--- config.mk ---
export PLATFORM = sky130hd
export DESIGN_NAME = dct_idct_seq
export DESIGN_NICKNAME = d
export VERILOG_FILES = /design/src/rtl/dct_idct_seq.sv
export SDC_FILE = /design/constraint.sdc
export NUM_CORES = 1
export LEC_CHECK = 0
export CORE_MARGIN = 8
export CORE_UTILIZATION = 55
export CTS_BUF_LIST = sky130_fd_sc_hd__clkbuf_4 sky130_fd_sc_hd__clkbuf_8
export CTS_CLUSTER_DIAMETER = 50
export DETAILED_ROUTE_END_ITERATION = 8
export PLACE_DENSITY = 0.85
export SETUP_SLACK_MARGIN = 0.4
export SYNTH_ARGS = -nofsm -noshare
export SYNTH_HDL_FRONTEND = slang
export SYNTH_SLANG_ARGS = --single-unit
--- constraint.sdc ---
create_clock -name clk -period 12.3 [get_ports clk]
set_input_delay 2.46 -clock clk [delete_from_list [all_inputs] [get_ports clk]]
set_output_delay 2.46 -clock clk [all_outputs]
set_load 0.05 [all_outputs]
--- src/rtl/dct_idct_seq.sv ---
`default_nettype none
// ============================================================================
// Module  : dct_idct_seq
// Brief   : Frame sequencer feeding pixels to a DCT, chaining it to an IDCT
//           and collecting reconstructed pixels, with underflow/drain checks.
// Revision: 1.0
// ============================================================================
module dct_idct_seq #(
  parameter int BitWidth    = 31,
  parameter int BLK_SAMPLES = 64,
  parameter int TIMEOUT     = 16384
) (
  input  logic              clk,
  input  logic              reset,
  input  logic              frame_start,
  input  logic [15:0]       num_blocks,
  input  logic              src_valid,
  input  logic [BitWidth:0] src_data,
  output logic              src_ready,
  output logic              dct_start,
  output logic [BitWidth:0] dct_din,
  input  logic              dct_reading,
  input  logic              dct_done,
  input  logic [BitWidth:0] dct_dout,
  output logic              idct_start,
  output logic [BitWidth:0] idct_din,
  input  logic              idct_done,
  input  logic [BitWidth:0] idct_dout,
  output logic              out_valid,
  output logic [7:0]        out_data,
  output logic              busy,
  output logic              frame_done,
  output logic              err_underflow,
  output logic              err_timeout
);

  typedef enum logic [1:0] {
    IDLE  = 2'd0,
    FEED  = 2'd1,
    DRAIN = 2'd2,
    FIN   = 2'd3
  } state_t;

  localparam logic [31:0] c_blk     = 32'(BLK_SAMPLES);
  localparam logic [31:0] c_timeout = 32'(TIMEOUT);

  state_t            r_state;
  state_t            w_next;
  logic [15:0]       r_num_blocks;
  logic [31:0]       r_in_cnt;
  logic [31:0]       r_out_cnt;
  logic [31:0]       r_win_cnt;
  logic [31:0]       r_wd;
  logic [BitWidth:0] r_dct_din;
  logic              r_err_uf;
  logic              r_err_to;
  logic              r_zero_done;

  logic [31:0] w_target;
  logic [31:0] w_in_nxt;
  logic [31:0] w_out_nxt;
  logic [31:0] w_wd_nxt;
  logic        w_accept;
  logic        w_out_valid;
  logic        w_in_hit;
  logic        w_out_hit;
  logic        w_wd_hit;
  logic        w_frame_go;
  logic        w_unused;

  assign w_target    = {16'd0, r_num_blocks} * c_blk;
  assign src_ready   = (r_state == FEED) && dct_reading;
  assign w_accept    = src_ready && src_valid;
  // Gated by reset so a live idct window cannot leak out while held in reset.
  assign w_out_valid = reset && idct_done && (r_win_cnt < c_blk);
  assign w_in_nxt    = r_in_cnt + {31'd0, w_accept};
  assign w_out_nxt   = r_out_cnt + {31'd0, w_out_valid && (r_state != IDLE)};
  assign w_wd_nxt    = w_out_valid ? 32'd0 : r_wd + 32'd1;
  assign w_in_hit    = (w_in_nxt >= w_target);
  assign w_out_hit   = (w_out_nxt >= w_target);
  assign w_wd_hit    = (w_wd_nxt >= c_timeout);
  assign w_frame_go  = frame_start && (num_blocks != 16'd0);

  always_comb begin
    w_next = r_state;
    case (r_state)
      IDLE:    if (w_frame_go) w_next = FEED;
      FEED:    if (w_in_hit) w_next = DRAIN;
      DRAIN:   if (w_out_hit || w_wd_hit) w_next = FIN;
      FIN:     w_next = IDLE;
      default: w_next = IDLE;
    endcase
  end

  always_ff @(posedge clk or negedge reset) begin
    if (!reset) begin
      r_state      <= IDLE;
      r_num_blocks <= 16'd0;
      r_in_cnt     <= 32'd0;
      r_out_cnt    <= 32'd0;
      r_win_cnt    <= 32'd0;
      r_wd         <= 32'd0;
      r_dct_din    <= '0;
      r_err_uf     <= 1'b0;
      r_err_to     <= 1'b0;
      r_zero_done  <= 1'b0;
    end else begin
      r_state     <= w_next;
      r_in_cnt    <= w_in_nxt;
      r_out_cnt   <= w_out_nxt;
      r_wd        <= (r_state == DRAIN) ? w_wd_nxt : 32'd0;
      r_zero_done <= (r_state == IDLE) && frame_start && (num_blocks == 16'd0);
      if (w_accept) r_dct_din <= src_data;
      if (!idct_done)
        r_win_cnt <= 32'd0;
      else if (r_win_cnt < c_blk)
        r_win_cnt <= r_win_cnt + 32'd1;
      if ((r_state == IDLE) && w_frame_go) begin
        r_num_blocks <= num_blocks;
        r_in_cnt     <= 32'd0;
        r_out_cnt    <= 32'd0;
        r_err_uf     <= 1'b0;
        r_err_to     <= 1'b0;
      end
      if ((r_state == FEED) && dct_reading && !src_valid) r_err_uf <= 1'b1;
      // Completion on the same cycle as expiry is not a timeout.
      if ((r_state == DRAIN) && w_wd_hit && !w_out_hit) r_err_to <= 1'b1;
    end
  end

  assign dct_start     = (r_state == FEED);
  assign dct_din       = r_dct_din;
  assign idct_start    = dct_done;
  assign idct_din      = {{18{dct_dout[BitWidth]}}, dct_dout[BitWidth:18]};
  assign out_valid     = w_out_valid;
  assign out_data      = idct_dout[17:10];
  assign busy          = (r_state != IDLE);
  assign frame_done    = r_zero_done || (r_state == FIN);
  assign err_underflow = r_err_uf;
  assign err_timeout   = r_err_to;

  assign w_unused = ^{dct_dout[17:0], idct_dout[BitWidth:18], idct_dout[9:0]};

endmodule
`default_nettype wire

==> impl_results.md <==
- Core area: 17300 sq um
- GP Congestion: 0.876
- Post-synth ARST share: 100%
- Tot GR Track Use: 19.3%
- Unrepaired setup endpoints after global routing: no
- Outcome: complete, no violations
- Share of Yosys cell area claimed by the top area cell type: 46.5%
- Top cell type by total area after synthesis: dfrtp_1
- DIE AREA: 22200 sq um
- Max Root-Sink Buffers: 2
- Max-slew violations: 0
- Fin Setup TNS: 0 ns
- Critical Path AT: 4.69 ns
- Post-synthesis instance area: 9730 sq um
- Tcrit/Tclk final: 58.2%
- Placed cells: 1233
- Main synth FF type: dfrtp_1
- Initial antenna violation count: 1
- Die Height: 149 um
- Total number of vias: 7187
- Clock Skew: 0.0154 ns
- Yosys cell types: 60
- Residual DRC count: 0
- Mapped Cells: 979
- Fmax: 0.140 GHz
- CTS clk-pin slew, worst paths: 0.09 ns
- WP data required: 9.84 ns
- Routed WL: 20700 um
- Crit path kind: input port to output port
- Tightest Pin Transition: 1.16 ns
- PortBufs: 92
- Tightest Hold Check Type: flip-flop to flip-flop
- Sink Count: 181
- Area Growth Syn to Fin: 12.3%
- Final min period: 7.15 ns
- Critical Path Sink Type: output port
- Setup violators final: 0
- CP Launch Type: input port
- Die X: 149 um
- Worst-Skew Late Latency: 0.48 ns
- Ranking of synthesized cells by area: dfrtp_1 (47%), ha_1 (5.5%), xnor2_1 (5.0%)
- Final Net Count: 1189
- Root Driver: clkbuf_8
- Post-synthesis sequential area ratio: 46.5%
- Overall power: 1.23 mW
- TritonCTS clock tree: built
- Worst-case vdd ir drop: 0.0967 mV
- Post-CTS Setup Bufs: 0
- Final Hold Vio Count: 0
- Yosys reg bits: 181
- Post-synth net total: 1141
- Vias in the first global route: 7066
- Pwr Density: 112 nW/um^2
- Hold buffers post-CTS: 0
- Routed wire per std cell: 16.4 um
- Syn Area/Cell: 9.94 sq um
- Largest net degree at the start of global routing: 79
- Syn. warnings: 0
- Site row count: 48
- H-tree depth: 4
- Starting density of the core: 56.3%
- Post-cts resize count: 0
- Total grt overflow: 0
- Leakage: 4.83 nW
- Cts bufs inserted: 17
- Worst-path fanout max: 21
- Remaining antenna violation count: 0
- Final HPWL from detailed placement: 15100 um
- # fillers: 1378
- Post-route setup slack: 5.15 ns
- Max_slew headroom: 22.3%
- Final Instance Count excl. Fillers: 1266
- DRT Pass-1 Iters: 5
- DR vias/cell: 5.68
- Placement Setup Slack: 4.69 ns
- Fraction of layout cells with a size suffix above 1: 9.13%
- # IOs: 199
- EDFF count, synth: 0
- First-pass GRT wire length: 34900 um
- Max-cap violations: 0
- First-iteration detailed-routing DRC count: 468
==> sequential cells by signal, summed over array words and instances, names as in the netlist <==
register       cells
dct_din           32
err_timeout        1
err_underflow      1
r_in_cnt          32
r_num_blocks      16
r_out_cnt         32
r_state            2
r_wd              32
r_win_cnt         32
r_zero_done        1
==> placed cells by master, fill, tap and decap left out, types with 3 or more instances in the layout <==
cell type        count
mux2i_1              5
inv_6                3
nand4_1             38
nor3_1              17
or2_2                8
o21ai_0             26
a21oi_1             20
ha_1                43
nand3_1             54
buf_4                4
a21o_1               5
and3_1              17
clkdlybuf4s50_1     91
inv_1               36
nand2_1             74
clkinvlp_4           4
clkinv_4             3
inv_8                3
nor2_1             105
xor2_1              40
a31oi_1              4
xnor2_1             56
and4_1              10
mux2_2              34
o21a_1               5
or3_1                5
and2_1              57
nor4_1              23
or4_1                7
dfrtp_1            181
clkbuf_8            17
==> worst paths after layout <==
kind / start / end / slack (ns) / depth (start not counted)
worst min register to register: r_wd[0]$_DFF_PN0_ / r_wd[0]$_DFF_PN0_ / 0.50 / 1
worst max register to register: r_state[1]$_DFFE_PN0P_ / r_state[1]$_DFFE_PN0P_ / 6.80 / 21
worst min-delay path: r_wd[0]$_DFF_PN0_ / r_wd[0]$_DFF_PN0_ / 0.50 / 1
max in group asynchronous: reset / r_in_cnt[12]$_DFF_PN0_ / 8.99 / 2
worst max-delay path: idct_done / out_valid / 5.15 / 4
min in group asynchronous: reset / r_out_cnt[17]$_DFF_PN0_ / 2.02 / 1
==> cells by family after synthesis <==
logic type	count (synthesis)	synth area share (%)
AOI/OAI and AO/OA	82	5.63
xor gates and xnor gates	96	8.64
adders and majority gates	43	5.53
buffers and inverters	103	5.59
DFF	181	46.5
muxes	40	4.60
and+or+nand+nor	434	23.5
==> where the power goes <==
part	internal, mW	switching (mW)	leakage, nW
combinational	0.0797	0.114	2.33
sequential	0.629	0.0279	2.33
clock	0.151	0.229	0.176
==> metrics by stage <==
stage	hold WS [ns]	utilization, %	cell area (sq um)
final	0.497	63.2	10900
after floorplan	0.448	-	9730
after CTS	0.494	63.2	10900
after global placement	0.467	61.1	10600
after detailed placement	0.474	61.1	10600
after global routing	0.517	63.2	10900
==> layout make-up <==
type | count | area (sq um) | share of cell area [%]
Antenna cell | 1 | 2.50 | 0.0229
Clock inverter | 13 | 116 | 1.06
Inverter | 36 | 135 | 1.24
Sequential cell | 181 | 4530 | 41.4
Tap cell | 225 | 282 | 2.57
Timing Repair Buffer | 96 | 952 | 8.71
Multi-Input combinational cell | 695 | 4670 | 42.7
Clock buffer | 19 | 249 | 2.28
==> cells in the mapped netlist (all sizes together) (8+ instances only) <==
master  count
a21oi      20
and2       57
and3       17
and4       10
buf        49
clkbuf     18
dfrtp     181
ha         43
inv        36
mux2       35
nand2      74
nand3      56
nand4      39
nor2      105
nor3       18
nor4       26
o21ai      26
or2         8
or4         8
xnor2      56
xor2       40
==> layer usage <==
| layer | routed length [um] | track usage (%) | share of wire (%) |
|---|---|---|---|
| met5 | 0 | 0 | 0 |
| met4 | 406 | 7.82 | 2.0 |
| met3 | 978 | 4.76 | 4.7 |
| met2 | 9930 | 30.8 | 48 |
| met1 | 9410 | 24.9 | 45 |
==> critical path, stage by stage <==
cell and delay, ns:
clkdlybuf4s50_1 0.86, nand3_1 0.34, inv_1 0.20, clkdlybuf4s50_1 0.82
Power figures use the tool's default switching activity.
